File: src/rtl/spi_slave_pkg.sv
`default_nettype none
// ============================================================================
// Module   : spi_slave_pkg
// Purpose  : Shared SPI mode codes, FSM state type and synchroniser depth.
// Revision : 1.0 - initial release
// ============================================================================
package spi_slave_pkg;

  // Mode codes are {cpol, cpha}
  localparam logic [1:0] SPI_MODE0 = 2'b00;
  localparam logic [1:0] SPI_MODE1 = 2'b01;
  localparam logic [1:0] SPI_MODE2 = 2'b10;
  localparam logic [1:0] SPI_MODE3 = 2'b11;

  localparam int SPI_SYNC_STAGES = 2;

  typedef enum logic [0:0] {
    ST_IDLE   = 1'b0,
    ST_ACTIVE = 1'b1
  } spi_state_t;

endpackage
`default_nettype wire

File: src/rtl/spi_slave_if.sv
`default_nettype none
// ============================================================================
// Module   : spi_slave_if
// Purpose  : SPI pins plus TX/RX byte handshake between slave and its user.
// Revision : 1.0 - initial release
// ============================================================================
interface spi_slave_if #(
  parameter int DATA_WIDTH = 8
) ();
  import spi_slave_pkg::*;

  logic                  cpol;
  logic                  cpha;
  logic                  sck_in;
  logic                  ss_n;
  logic                  mosi;
  logic                  miso;
  logic                  miso_oe;
  logic [DATA_WIDTH-1:0] tx_data;
  logic                  tx_valid;
  logic                  tx_ready;
  logic [DATA_WIDTH-1:0] rx_data;
  logic                  rx_valid;
  logic                  tx_underrun;
  logic                  busy;

  modport slave (
    input  cpol, cpha, sck_in, ss_n, mosi, tx_data, tx_valid,
    output miso, miso_oe, tx_ready, rx_data, rx_valid, tx_underrun, busy
  );

  modport master (
    output cpol, cpha, sck_in, ss_n, mosi, tx_data, tx_valid,
    input  miso, miso_oe, tx_ready, rx_data, rx_valid, tx_underrun, busy
  );

endinterface
`default_nettype wire

File: src/rtl/spi_slave_pin_sync.sv
`default_nettype none
// ============================================================================
// Module   : spi_pin_sync
// Purpose  : Multi-flop synchroniser with rise/fall pulses from a history flop.
// Revision : 1.0 - initial release
// ============================================================================
module spi_pin_sync
  import spi_slave_pkg::*;
#(
  parameter int   STAGES    = SPI_SYNC_STAGES,
  parameter logic RESET_VAL = 1'b0
) (
  input  logic clk,
  input  logic rst,
  input  logic async_in,
  output logic sync_out,
  output logic rise,
  output logic fall
);

  logic [STAGES-1:0] r_sync;
  logic              r_prev;

  always_ff @(posedge clk) begin
    if (rst) begin
      r_sync <= {STAGES{RESET_VAL}};
      r_prev <= RESET_VAL;
    end else begin
      r_sync <= {r_sync[STAGES-2:0], async_in};
      r_prev <= r_sync[STAGES-1];
    end
  end

  assign sync_out = r_sync[STAGES-1];
  assign rise     = r_sync[STAGES-1] & ~r_prev;
  assign fall     = ~r_sync[STAGES-1] & r_prev;

endmodule
`default_nettype wire

File: src/rtl/spi_slave.sv
`default_nettype none
// ============================================================================
// Module   : spi_slave
// Purpose  : Oversampled SPI responder, all four modes, MSB-first, with a
//            one-word TX holding register and pulsed RX word output.
// Revision : 1.0 - initial release
// ============================================================================
module spi_slave
  import spi_slave_pkg::*;
#(
  parameter int DATA_WIDTH = 8
) (
  input logic        clk,
  input logic        rst,
  spi_slave_if.slave bus
);

  localparam int                CNT_W      = $clog2(DATA_WIDTH);
  localparam logic [CNT_W-1:0] c_last_bit = CNT_W'(DATA_WIDTH - 1);

  logic w_sck_rise, w_sck_fall, w_ss_rise, w_ss_fall, w_mosi;
  logic w_unused_sck_level, w_unused_ss_level, w_unused_mosi_rise, w_unused_mosi_fall;

  // Chains reset low so a select still held across reset cannot look like a new falling edge
  spi_pin_sync #(.RESET_VAL(1'b0)) u_sck_sync (
    .clk(clk), .rst(rst), .async_in(bus.sck_in),
    .sync_out(w_unused_sck_level), .rise(w_sck_rise), .fall(w_sck_fall)
  );

  spi_pin_sync #(.RESET_VAL(1'b0)) u_ss_sync (
    .clk(clk), .rst(rst), .async_in(bus.ss_n),
    .sync_out(w_unused_ss_level), .rise(w_ss_rise), .fall(w_ss_fall)
  );

  spi_pin_sync #(.RESET_VAL(1'b0)) u_mosi_sync (
    .clk(clk), .rst(rst), .async_in(bus.mosi),
    .sync_out(w_mosi), .rise(w_unused_mosi_rise), .fall(w_unused_mosi_fall)
  );

  spi_state_t            r_state;
  logic                  r_cpol, r_cpha;
  logic [CNT_W-1:0]      r_bit_cnt;
  logic [DATA_WIDTH-1:0] r_tx_shift, r_rx_shift, r_hold, r_rx_data;
  logic                  r_hold_full, r_tx_ready, r_rx_valid, r_underrun;

  logic w_sample_edge, w_drive_edge;
  logic w_active, w_select, w_live, w_load, w_shift, w_sample, w_tx_write;

  // In every mode the edge that does not sample is the one that drives MISO
  always_comb begin
    w_sample_edge = 1'b0;
    w_drive_edge  = 1'b0;
    case ({r_cpol, r_cpha})
      SPI_MODE0, SPI_MODE3: begin
        w_sample_edge = w_sck_rise;
        w_drive_edge  = w_sck_fall;
      end
      SPI_MODE1, SPI_MODE2: begin
        w_sample_edge = w_sck_fall;
        w_drive_edge  = w_sck_rise;
      end
      default: ;
    endcase
  end

  assign w_active   = (r_state == ST_ACTIVE);
  assign w_select   = ~w_active & w_ss_fall;
  assign w_live     = w_active & ~w_ss_rise;
  assign w_load     = (w_select & ~r_cpha) | (w_live & w_drive_edge & (r_bit_cnt == '0));
  assign w_shift    = w_live & w_drive_edge & (r_bit_cnt != '0);
  assign w_sample   = w_live & w_sample_edge;
  assign w_tx_write = bus.tx_valid & r_tx_ready;

  always_ff @(posedge clk) begin
    if (rst) begin
      r_state     <= ST_IDLE;
      r_cpol      <= 1'b0;
      r_cpha      <= 1'b0;
      r_bit_cnt   <= '0;
      r_tx_shift  <= '0;
      r_rx_shift  <= '0;
      r_hold      <= '0;
      r_hold_full <= 1'b0;
      r_tx_ready  <= 1'b1;
      r_rx_data   <= '0;
      r_rx_valid  <= 1'b0;
      r_underrun  <= 1'b0;
    end else begin
      r_rx_valid <= 1'b0;
      r_underrun <= w_load & ~r_hold_full;

      // A load sees the pre-write holding state; a same-cycle write refills it
      if (w_tx_write) begin
        r_hold <= bus.tx_data;
      end
      r_hold_full <= (r_hold_full & ~w_load) | w_tx_write;
      r_tx_ready  <= ~((r_hold_full & ~w_load) | w_tx_write);

      if (w_load) begin
        r_tx_shift <= r_hold_full ? r_hold : '0;
      end else if (w_shift) begin
        r_tx_shift <= {r_tx_shift[DATA_WIDTH-2:0], 1'b0};
      end

      case (r_state)
        ST_IDLE: begin
          r_cpol    <= bus.cpol;
          r_cpha    <= bus.cpha;
          r_bit_cnt <= '0;
          if (w_ss_fall) begin
            r_state <= ST_ACTIVE;
          end
        end
        ST_ACTIVE: begin
          if (w_ss_rise) begin
            r_state    <= ST_IDLE;
            r_bit_cnt  <= '0;
            r_tx_shift <= '0;
            r_rx_shift <= '0;
          end else if (w_sample) begin
            r_rx_shift <= {r_rx_shift[DATA_WIDTH-2:0], w_mosi};
            if (r_bit_cnt == c_last_bit) begin
              r_rx_data  <= {r_rx_shift[DATA_WIDTH-2:0], w_mosi};
              r_rx_valid <= 1'b1;
              r_bit_cnt  <= '0;
            end else begin
              r_bit_cnt <= r_bit_cnt + 1'b1;
            end
          end
        end
        default: r_state <= ST_IDLE;
      endcase
    end
  end

  assign bus.miso        = r_tx_shift[DATA_WIDTH-1];
  assign bus.miso_oe     = w_active;
  assign bus.busy        = w_active;
  assign bus.tx_ready    = r_tx_ready;
  assign bus.rx_data     = r_rx_data;
  assign bus.rx_valid    = r_rx_valid;
  assign bus.tx_underrun = r_underrun;

endmodule
`default_nettype wire
File: src/flat_wrapper.sv
// flat-port wrapper written by rule: the top's interface ports become plain ports
module spi_slave_flat import spi_slave_pkg::*;
#(
  parameter int DATA_WIDTH = 8
)
  (clk, rst, bus_cpol, bus_cpha, bus_sck_in, bus_ss_n, bus_mosi, bus_tx_data, bus_tx_valid, bus_miso, bus_miso_oe, bus_tx_ready, bus_rx_data, bus_rx_valid, bus_tx_underrun, bus_busy);
  spi_slave_if #(.DATA_WIDTH(DATA_WIDTH)) bus_i ();
  input logic clk;
  input logic rst;
  input wire logic [$bits(bus_i.cpol)-1:0] bus_cpol;
  input wire logic [$bits(bus_i.cpha)-1:0] bus_cpha;
  input wire logic [$bits(bus_i.sck_in)-1:0] bus_sck_in;
  input wire logic [$bits(bus_i.ss_n)-1:0] bus_ss_n;
  input wire logic [$bits(bus_i.mosi)-1:0] bus_mosi;
  input wire logic [$bits(bus_i.tx_data)-1:0] bus_tx_data;
  input wire logic [$bits(bus_i.tx_valid)-1:0] bus_tx_valid;
  output wire logic [$bits(bus_i.miso)-1:0] bus_miso;
  output wire logic [$bits(bus_i.miso_oe)-1:0] bus_miso_oe;
  output wire logic [$bits(bus_i.tx_ready)-1:0] bus_tx_ready;
  output wire logic [$bits(bus_i.rx_data)-1:0] bus_rx_data;
  output wire logic [$bits(bus_i.rx_valid)-1:0] bus_rx_valid;
  output wire logic [$bits(bus_i.tx_underrun)-1:0] bus_tx_underrun;
  output wire logic [$bits(bus_i.busy)-1:0] bus_busy;
  assign bus_i.cpol = bus_cpol;
  assign bus_i.cpha = bus_cpha;
  assign bus_i.sck_in = bus_sck_in;
  assign bus_i.ss_n = bus_ss_n;
  assign bus_i.mosi = bus_mosi;
  assign bus_i.tx_data = bus_tx_data;
  assign bus_i.tx_valid = bus_tx_valid;
  assign bus_miso = bus_i.miso;
  assign bus_miso_oe = bus_i.miso_oe;
  assign bus_tx_ready = bus_i.tx_ready;
  assign bus_rx_data = bus_i.rx_data;
  assign bus_rx_valid = bus_i.rx_valid;
  assign bus_tx_underrun = bus_i.tx_underrun;
  assign bus_busy = bus_i.busy;
  spi_slave #(.DATA_WIDTH(DATA_WIDTH)) u_core (.clk(clk), .rst(rst), .bus(bus_i));
endmodule
File: config.mk
export PLATFORM = sky130hd
export DESIGN_NAME = spi_slave_flat
export DESIGN_NICKNAME = d
export VERILOG_FILES = /design/src/rtl/spi_slave_pkg.sv /design/src/rtl/spi_slave_if.sv /design/src/rtl/spi_slave_pin_sync.sv /design/src/rtl/spi_slave.sv /design/src/flat_wrapper.sv
export SDC_FILE = /design/constraint.sdc
export NUM_CORES = 1
export LEC_CHECK = 0
export BUFFER_PORTS_ARGS = -buffer_cell sky130_fd_sc_hd__buf_2
export CAP_MARGIN = 5
export CORE_UTILIZATION = 56
export CTS_CLUSTER_SIZE = 16
export DETAILED_ROUTE_END_ITERATION = 16
export PLACE_DENSITY = 0.82
export SYNTH_ARGS = -nofsm -noshare
export SYNTH_HDL_FRONTEND = slang
export SYNTH_SLANG_ARGS = --single-unit
File: constraint.sdc
create_clock -name clk -period 2.2 [get_ports clk]
set_clock_uncertainty 0.1 [all_clocks]
set_input_delay 0.33 -clock clk [delete_from_list [all_inputs] [get_ports clk]]
set_output_delay 0.33 -clock clk [all_outputs]
set_load 0.01 [all_outputs]
==> impl_metrics.csv, run 1 <==
group,metric,value,unit
placed_design,dp.cells,294,
detailed_routing,totalWireLength,4190,um
logic_synthesis,synthCells,222,
timing,worstMarginPinSlew,808,ps
critical_path,crit_path_max_fanout,11,
placed_design,post-place-ws,168,ps
floorplanning,start_util,0.593,
logic_synthesis,ys_types,40,
logic_synthesis,synth_seq_cells,49,
timing,fmax,483,MHz
clocking,clock_latency,310,ps
finish,finalNonFillerCells,302,
global_route,gr-total-overflow,0,
floorplanning,rows,22,
power,peakVddDrop,0.444,mV
detailed_routing,first_pass_iters,5,
floorplanning,die_area,0.00416,mm2
power,p_per_area,705,mW/mm2
critical_path,crit_chain,"nor2b_1 > mux2i_4 > o32ai_4 > nor3b_2",
placed_design,place_congestion,0.770,
logic_synthesis,synthesis.nets,241,
clocking,cts_root_buf,"clkbuf_8",
detailed_routing,remaining_drc_errors,0,
clocking,clockBufferDepth,2,
clocking,cts_tree,"built",
timing,min_period,2070,ps
detailed_routing,drt_iter0_drc,128,
timing,drv_slew,0,
finish,insertedDiodeCount,0,
global_route,grt_max_degree,23,
logic_synthesis,synthArstFlopShare,0,
critical_path,worst_ep_required_time,2340,ps
finish,area_growth_syn_to_layout,14.6,%
clocking,cts_resized,0,
timing,hold_violations,0,
global_route,antenna_found_initial,0,
timing,max_slew_margin,0.462,
floorplanning,ioPinCount,30,
critical_path,crit_path_end_kind,"register",
floorplanning,core_area,0.00369,mm2
detailed_routing,dr_total_vias,1674,
logic_synthesis,ys_seq_area_frac,0.449,
placed_design,post-dp-hpwl,2910,um
timing,finalWorstSetupSlack,132,ps
clocking,cts_setup_buffers,0,
floorplanning,die_w,64.5,um
timing,post-route-period-util,0.940,
power,leakagePower,0.897,nW
critical_path,crit_buf_inv,0,
timing,setup_viol,0,
finish,drive_above_1_share,0.236,
critical_path,startpoint_type,"register",
run,cap_violations,0,
logic_synthesis,synth-edff-count,0,
critical_path,slowest_stage,"o32ai_4",
floorplanning,die_y,64.5,um
outcome,outcome,"finished clean",
clocking,clk_transition_reported_paths,90,ps
timing,setup_tns,0,ps
critical_path,arrival,2210,ps
finish,nets,272,
detailed_routing,drtAntennaViolNets,0,
clocking,numCtsBuffers,5,
critical_path,cpPeakStageDelay,750,ps
clocking,hold_buffers,0,
timing,rsz0062_at_grt,"no",
detailed_routing,vias_per_cell,5.54,
critical_path,r2r_slack,130,ps
critical_path,cp_top_family,"compound AO/OA/AOI/OAI gates",
logic_synthesis,syn_avg_cell_area,9.85,um2
clocking,clock_sinks,49,
logic_synthesis,synthFlopType,"dfxtp_1",
global_route,grt_pass1_vias,1606,
logic_synthesis,yosys_warnings,0,
global_route,track_usage,0.235,
critical_path,path_class,"reg2reg",
placed_design,io_buffer_count,29,
logic_synthesis,synthesis.area,0.00219,mm2
global_route,grt_pass1_wl,7350,um
clocking,h-tree-depth,2,
worst_hold_path,hold_class,"in2reg",
detailed_routing,wl_per_cell,13.9,um
==> worst register-to-register path, cell delays in order, from the launching register on <==
cell and delay [ps]:
dfxtp_1 370, nor2b_1 320, mux2i_4 190, o32ai_4 750, nor3b_2 280
==> layer usage <==
| layer | global-route usage | up-vias | routed length [um] |
|---|---|---|---|
| li1 | - | 847 | - |
| met1 | 0.301 | 788 | 1970 |
| met2 | 0.366 | 32 | 1950 |
| met3 | 0.0616 | 7 | 164 |
| met4 | 0.111 | 0 | 99 |
| met5 | 0 | - | 0 |
==> Yosys cell counts, types with 3 or more instances <==
| cell | number | share of area |
|---|---|---|
| nor3_1 | 16 | 0.037 |
| nand2b_1 | 13 | 0.037 |
| mux2i_1 | 5 | 0.023 |
| o21ai_0 | 6 | 0.014 |
| buf_1 | 3 | 0.0052 |
| nor2b_1 | 11 | 0.031 |
| o21ai_1 | 3 | 0.0069 |
| a211oi_1 | 3 | 0.010 |
| a21o_1 | 7 | 0.024 |
| nand2_1 | 27 | 0.046 |
| ha_1 | 3 | 0.017 |
| nor2_1 | 4 | 0.0069 |
| clkbuf_1 | 7 | 0.012 |
| inv_1 | 3 | 0.0052 |
| a22o_1 | 8 | 0.032 |
| a21oi_1 | 17 | 0.039 |
| dfxtp_1 | 49 | 0.45 |
| nand3_1 | 10 | 0.023 |
| a2111oi_4 | 6 | 0.076 |
==> power breakdown <==
part	total [W]	internal, W	switching, W
Combinational	0.000156	0.0000646	0.0000910
Clock	0.000677	0.000370	0.000307
Sequential	0.000933	0.000911	0.0000220
Total	0.00177	0.00135	0.000420
==> flip-flops by register name, indices dropped and copies added, names as in the netlist, 2 cells and up <==
| name | flops |
|---|---|
| u_core.r_hold | 8 |
| u_core.bus.rx_data | 8 |
| u_core.u_mosi_sync.r_sync | 2 |
| u_core.r_rx_shift | 7 |
| u_core.u_sck_sync.r_sync | 2 |
| u_core.u_ss_sync.r_sync | 2 |
| u_core.r_bit_cnt | 3 |
| u_core.r_tx_shift | 8 |
==> stage by stage <==
step	instance area, um2	utilization	total power [W]	hold slack [ps]
2_1_floorplan	2190	-	0.00106	314
3_3_place_gp	2380	0.646	0.00110	320
3_5_place_dp	2380	0.646	0.00111	328
4_1_cts	2500	0.678	0.00177	122
5_1_grt	2500	0.679	0.00183	124
6_report	2500	0.679	0.00177	131
==> final cells by class <==
type / count / area, um2
fillers: 297 / 1180
well taps: 48 / 60.1
repair buffers: 37 / 205
flip-flops and latches: 49 / 981
multi-input cells: 157 / 1130
clock inverters: 2 / 37.5
inverters: 3 / 11.3
clock buffers: 6 / 82.6
==> path summary, 6_finish.rpt <==
path	startpoint	end	depth (start not counted)
max reg2reg	u_core.u_sck_sync.r_prev$_SDFF_PP0_	u_core.bus.tx_underrun$_SDFF_PP0_	4
max	u_core.u_sck_sync.r_prev$_SDFF_PP0_	u_core.bus.tx_underrun$_SDFF_PP0_	4
min	bus_mosi	u_core.u_mosi_sync.r_sync[0]$_SDFF_PP0_	2
min reg2reg	u_core.u_mosi_sync.r_sync[0]$_SDFF_PP0_	u_core.u_mosi_sync.r_sync[1]$_SDFF_PP0_	1
==> cells by family (layout without fill, tap and decap cells) <==
logic type	Yosys count	after routing	share of synthesized area
XOR/XNOR	2	2	0.0115
AND/OR/NAND/NOR	89	89	0.210
flip-flops	49	49	0.449
adder cells (fa/ha/maj)	3	3	0.0172
AO/OA/AOI/OAI	56	56	0.236
multiplexers	7	7	0.0395
buffers and inverters	16	48	0.0372
==> cell usage in the layout, fill, tap and decap left out, types with 2 or more instances in the layout <==
cell type,count
buf_4,8
nand3_1,10
a21o_1,7
inv_1,3
dfxtp_1,49
a21oi_1,17
nand2b_1,13
nor2b_1,11
o21ai_1,3
nor3_1,16
clkbuf_8,6
buf_2,29
mux2i_1,4
nand2_1,27
nor2_1,4
a2111oi_4,6
ha_1,3
mux2i_2,2
o21ai_0,6
a211oi_1,3
a22o_1,8
(Power assumes the default switching activity.)
==> run 2: changes to the inputs <==
- CORE_ASPECT_RATIO: not set -> 0.5
- CORE_MARGIN: not set -> 1
- CORE_UTILIZATION: 56 -> 51
- PLACE_DENSITY: 0.82 -> 0.79
- clock period: 2.2 -> 1.7 ns (I/O delays scaled with it)
==> run 2 against run 1 <==
Effect of this change: global-route usage is 0.61 points lower; sequential share of layout area fell by 2.8 points; routed wire length up 14%; register-to-register slack got worse by 120 ps; core utilization rose by 0.12 points; sequential power grew 30%; cell area rose by 8.7%; count of clock-buffer cells in the layout fell by 1; maximum frequency increased by 22%; setup slack worse by 120 ps; total power increased by 22%; via count increased by 5.7%; largest power group unchanged.
==> impl_metrics.csv, run 2 (synthesis results as in run 1) <==
group,metric,value,unit
timing,fmax,592,MHz
timing,finalWorstSetupSlack,11.4,ps
critical_path,arrival,1800,ps
critical_path,worst_ep_required_time,1810,ps
placed_design,io_buffer_count,29,
power,seqPwrFrac,0.562,
power,switching_share,0.265,
outcome,outcome,"finished clean",
floorplanning,die_w,94.6,um
critical_path,cpPeakStageDelay,390,ps
placed_design,post-place-ws,-53.9,ps
timing,min_period,1690,ps
finish,n_fill_cell,308,
clocking,h-tree-depth,2,
critical_path,crit_path_end_kind,"register",
clocking,cts_root_buf,"clkbuf_8",
detailed_routing,first_pass_iters,4,
timing,setup_tns,0,ps
detailed_routing,wl_per_cell,14.7,um
floorplanning,die_y,48.3,um
power,p_int,0.00158,W
timing,hold_ws,53.7,ps
power,clkPwrFrac,0.324,
global_route,grt_max_degree,19,
timing,post-route-period-util,0.993,
finish,final_util,0.680,
floorplanning,rows,16,
floorplanning,core_area,0.00400,mm2
clocking,hold_buffers,0,
finish,layout_commonest_cell,"dfxtp_1",
global_route,grt_pass1_vias,1684,
power,combPwrFrac,0.114,
finish,final_cell_mix,"dfxtp_1 (46), buf_2 (29), nand2_1 (27)",
power,total_power,0.00216,W
detailed_routing,totalWireLength,4770,um
timing,hold_violations,0,
finish,insertedDiodeCount,0,
floorplanning,start_util,0.546,
detailed_routing,dr_total_vias,1770,
finish,drive_above_1_share,0.341,
power,p_per_area,791,mW/mm2
placed_design,post-dp-hpwl,3290,um
detailed_routing,drtAntennaViolNets,0,
power,peakVddDrop,0.413,mV
floorplanning,die_area,0.00457,mm2
detailed_routing,drt_iter0_drc,64,
clocking,clock_latency,300,ps
timing,max_slew_margin,0.649,
clocking,cts_tree,"built",
global_route,track_usage,0.229,
finish,area_growth_syn_to_layout,24.6,%
floorplanning,ioPinCount,30,
detailed_routing,vias_per_cell,5.46,
clocking,clock_sinks,49,
critical_path,cp_top_family,"flip-flops",
power,leakagePower,0.974,nW
critical_path,crit_path_max_fanout,11,
timing,drv_slew,0,
clocking,numCtsBuffers,5,
detailed_routing,remaining_drc_errors,0,
placed_design,place_congestion,0.812,
timing,worstMarginPinSlew,527,ps
worst_hold_path,hold_class,"in2reg",
global_route,grt_pass1_wl,7700,um
critical_path,crit_chain,"xnor2_4 > mux2i_4 > o32ai_4 > buf_12 > a2111oi_4",
global_route,gr-total-overflow,0,
run,cap_violations,0,
clocking,clockBufferDepth,2,
critical_path,startpoint_type,"register",
timing,setup_viol,0,
power,p_sw,0.000571,W
timing,rsz0062_at_grt,"yes",
critical_path,slowest_stage,"dfxtp_4",
global_route,antenna_found_initial,0,
critical_path,path_class,"reg2reg",
clocking,clk_transition_reported_paths,90,ps
finish,nets,288,
critical_path,crit_buf_inv,1,
==> run 2: cell types whose count changed in the layout (fill, tap and decap cells not counted), sizes merged <==
cell    before  now
buf         37   53
bufinv       1    0
clkbuf       6    5
clkinv       0    1
inv          3    4
==> run 2: metrics by stage <==
stage	std cells	cell area [um2]
finish	324	2720
global route	324	2720
CTS	324	2660
detailed placement	316	2530
global placement	316	2530
floorplan	222	2190
==> run 2: worst reg2reg max path, stage by stage (launching register included) <==
cell	delay, ps
dfxtp_4	390
xnor2_4	220
mux2i_4	320
o32ai_4	110
buf_12	170
a2111oi_4	290
==> run 2: power groups by stage <==
stage               sequential (W)  clock, W  combinational (W)
global route               0.00122  0.000769           0.000269
CTS                        0.00121  0.000712           0.000236
floorplan                  0.00122         0           0.000157
detailed placement         0.00123         0           0.000228
finish                     0.00121  0.000699           0.000246
global placement           0.00123         0           0.000221
==> run 2: repair_timing <==
item,4_1_cts,5_1_grt
endpoints found under the setup margin,22,27
pin swaps,1,1
gates resized for setup,6,15
hold endpoints to repair,0,0
setup buffers,0,0
==> run 2: worst paths after layout <==
kind / start / to / slack (ps) / depth (start not counted)
worst max-delay path: u_core.r_cpha$_SDFFE_PP0N_ / u_core.r_tx_shift[1]$_SDFF_PP0_ / 10 / 5
worst max register to register: u_core.r_cpha$_SDFFE_PP0N_ / u_core.r_tx_shift[1]$_SDFF_PP0_ / 10 / 5
worst min-delay path: bus_ss_n / u_core.u_ss_sync.r_sync[0]$_SDFF_PP0_ / 50 / 2
worst min register to register: u_core.u_mosi_sync.r_sync[0]$_SDFF_PP0_ / u_core.u_mosi_sync.r_sync[1]$_SDFF_PP0_ / 340 / 1
==> run 2: cell type report <==
type	instances	area, um2	area share
inverter	3	11.3	0.00413
timing repair buffer	53	338	0.124
sequential	49	990	0.363
tap	54	67.6	0.0248
multi-input combinational	157	1230	0.451
clock inverter	3	21.3	0.00781
clock buffer	5	68.8	0.0253
==> run 2: layer usage <==
layer / vias to the layer above / wire length, um / global-route usage
met5: - / 0 / 0
met4: 0 / 64 / 0.0848
met3: 8 / 129 / 0.0545
met2: 32 / 2370 / 0.425
met1: 850 / 2200 / 0.272
li1: 880 / - / -
==> run 3: changes to the inputs <==
- BUFFER_PORTS_ARGS: -buffer_cell sky130_fd_sc_hd__buf_2 -> not set
- CORE_UTILIZATION: 51 -> 56
- DONT_BUFFER_PORTS: not set -> 1
- PLACE_DENSITY: 0.79 -> 0.78
==> run 3 against run 2 <==
Effect of this change: the run now ends with setup timing left; combinational power shrank 6%; clock power is 0.7% higher; core utilization grew 5.7 points; global-route usage is 0.99 points higher; die area decreased by 8.7%; sequential share of layout area increased by 1.1 points; maximum frequency shrank 0.87%; count of clock-buffer cells in the layout stayed put; register-to-register slack barely moved.
==> impl_metrics.csv, run 3 (synthesis results as in run 1) <==
group,metric,value,unit
finish,drive_above_1_share,0.231,
detailed_routing,dr_total_vias,1676,
clocking,numCtsBuffers,5,
floorplanning,die_area,0.00417,mm2
timing,hold_ws,7.36,ps
clocking,cts_root_buf,"clkbuf_8",
critical_path,worst_ep_required_time,1800,ps
critical_path,crit_path_end_kind,"register",
global_route,gr-total-overflow,0,
critical_path,arrival,1810,ps
detailed_routing,totalWireLength,4600,um
critical_path,crit_chain,"xnor2_4 > mux2i_4 > o32ai_4 > buf_12 > a2111oi_4",
power,p_per_area,812,mW/mm2
floorplanning,ioPinCount,30,
critical_path,crit_path_max_fanout,11,
timing,post-route-period-util,1.00,
power,seqPwrFrac,0.564,
floorplanning,die_w,90.4,um
power,peakVddDrop,0.481,mV
clocking,cts_tree,"built",
detailed_routing,vias_per_cell,5.62,
detailed_routing,drt_iter0_drc,61,
clocking,h-tree-depth,2,
detailed_routing,drtAntennaViolNets,0,
clocking,clockBufferDepth,2,
worst_hold_path,hold_class,"in2reg",
critical_path,slowest_stage,"dfxtp_4",
run,cap_violations,0,
timing,worstMarginPinSlew,1200,ps
outcome,failed_checks,"setup timing",
timing,drv_slew,0,
floorplanning,start_util,0.610,
timing,max_slew_margin,0.199,
floorplanning,rows,15,
power,combPwrFrac,0.108,
clocking,clock_sinks,49,
timing,finalWorstSetupSlack,-3.50,ps
global_route,grt_pass1_vias,1632,
placed_design,place_congestion,0.814,
detailed_routing,remaining_drc_errors,0,
finish,insertedDiodeCount,0,
clocking,clock_latency,300,ps
outcome,outcome,"finished, violations left",
global_route,grt_max_degree,34,
power,clkPwrFrac,0.328,
timing,min_period,1700,ps
finish,layout_commonest_cell,"dfxtp_1",
finish,final_cell_mix,"dfxtp_1 (46), nand2_1 (27), a21oi_1 (17)",
critical_path,path_class,"reg2reg",
timing,fmax,587,MHz
timing,rsz0062_at_grt,"yes",
detailed_routing,wl_per_cell,15.4,um
floorplanning,core_area,0.00358,mm2
clocking,clk_transition_reported_paths,90,ps
placed_design,post-dp-hpwl,3010,um
placed_design,io_buffer_count,0,
global_route,track_usage,0.238,
detailed_routing,first_pass_iters,4,
critical_path,cpPeakStageDelay,390,ps
power,switching_share,0.260,
critical_path,startpoint_type,"register",
global_route,antenna_found_initial,0,
timing,setup_viol,1,
finish,area_growth_syn_to_layout,20.9,%
floorplanning,die_y,46.2,um
power,p_sw,0.000558,W
power,p_int,0.00159,W
timing,hold_violations,0,
finish,nets,265,
power,leakagePower,0.867,nW
global_route,grt_pass1_wl,7600,um
finish,final_util,0.737,
-- run 3: cell count changes in the layout (fill, tap and decap cells not counted), moves of 4 or more --
cell           before  now
nor3_2              3    7
buf_2              29    0
dlygate4sd3_1       0   12
nor3_1             14   10
buf_4              23   15
-- run 3: per-layer routing --
metal	routed length, um	share of wire	GRT usage
met5	0	0	0
met4	11	0.0024	0.0484
met3	157	0.034	0.0545
met2	2290	0.50	0.461
met1	2140	0.46	0.283
-- run 3: stage by stage --
| step | power [W] | setup WS (ps) | std cells | instance area (um2) | TNS [ps] |
|---|---|---|---|---|---|
| detailed placement | 0.00141 | -61.7 | 276 | 2320 | -277 |
| global route | 0.00222 | -84.7 | 298 | 2640 | -479 |
| CTS | 0.00215 | -58.9 | 297 | 2560 | -274 |
| global placement | 0.00140 | 8.72 | 276 | 2320 | 0 |
| finish | 0.00214 | -3.50 | 298 | 2640 | -3.50 |
| floorplan | 0.00138 | -11.1 | 222 | 2190 | -66.8 |
-- run 3: path summary, 6_finish.rpt --
| path | startpoint | end | slack, ps | cells past startpoint |
|---|---|---|---|---|
| hold / removal | bus_cpol | u_core.r_cpol$_SDFFE_PP0N_ | 7 | 2 |
| hold reg to reg | u_core.u_mosi_sync.r_sync[0]$_SDFF_PP0_ | u_core.u_mosi_sync.r_sync[1]$_SDFF_PP0_ | 350 | 1 |
| setup reg to reg | u_core.r_cpha$_SDFFE_PP0N_ | u_core.r_tx_shift[3]$_SDFF_PP0_ | -3 | 5 |
| setup / recovery | u_core.r_cpha$_SDFFE_PP0N_ | u_core.r_tx_shift[3]$_SDFF_PP0_ | -3 | 5 |
-- run 3: timing repair --
action / in CTS / in global routing
gates resized for setup: 3 / 18
pin swaps: 1 / 1
buffers inserted: 0 / 1
hold buffers: 13 / 0
endpoints found under the setup margin: 13 / 45
hold endpoints to repair: 33 / 0
-- run 3: cell type report --
cell class,instances,area (um2)
multi-input cells,157,1210
flip-flops and latches,49,990
fillers,251,942
repair buffers,30,277
clock buffers,5,68.8
well taps,51,63.8
clock inverters,3,26.3
inverters,3,11.3
-- run 3: critical path, delay by kind of cell (launching register included) --
kind	cells	cell delay (ps)
AO/OA/AOI/OAI	2	390
flip-flops	1	390
buffers and inverters	1	170
multiplexers	1	330
XOR/XNOR	1	230
-- run 3: power groups by stage --
stage	Clock (W)	Sequential, W	Combinational, W
2_1_floorplan	0	0.00122	0.000157
3_3_place_gp	0	0.00123	0.000172
3_5_place_dp	0	0.00123	0.000180
4_1_cts	0.000721	0.00121	0.000219
5_1_grt	0.000759	0.00121	0.000250
6_report	0.000704	0.00121	0.000231
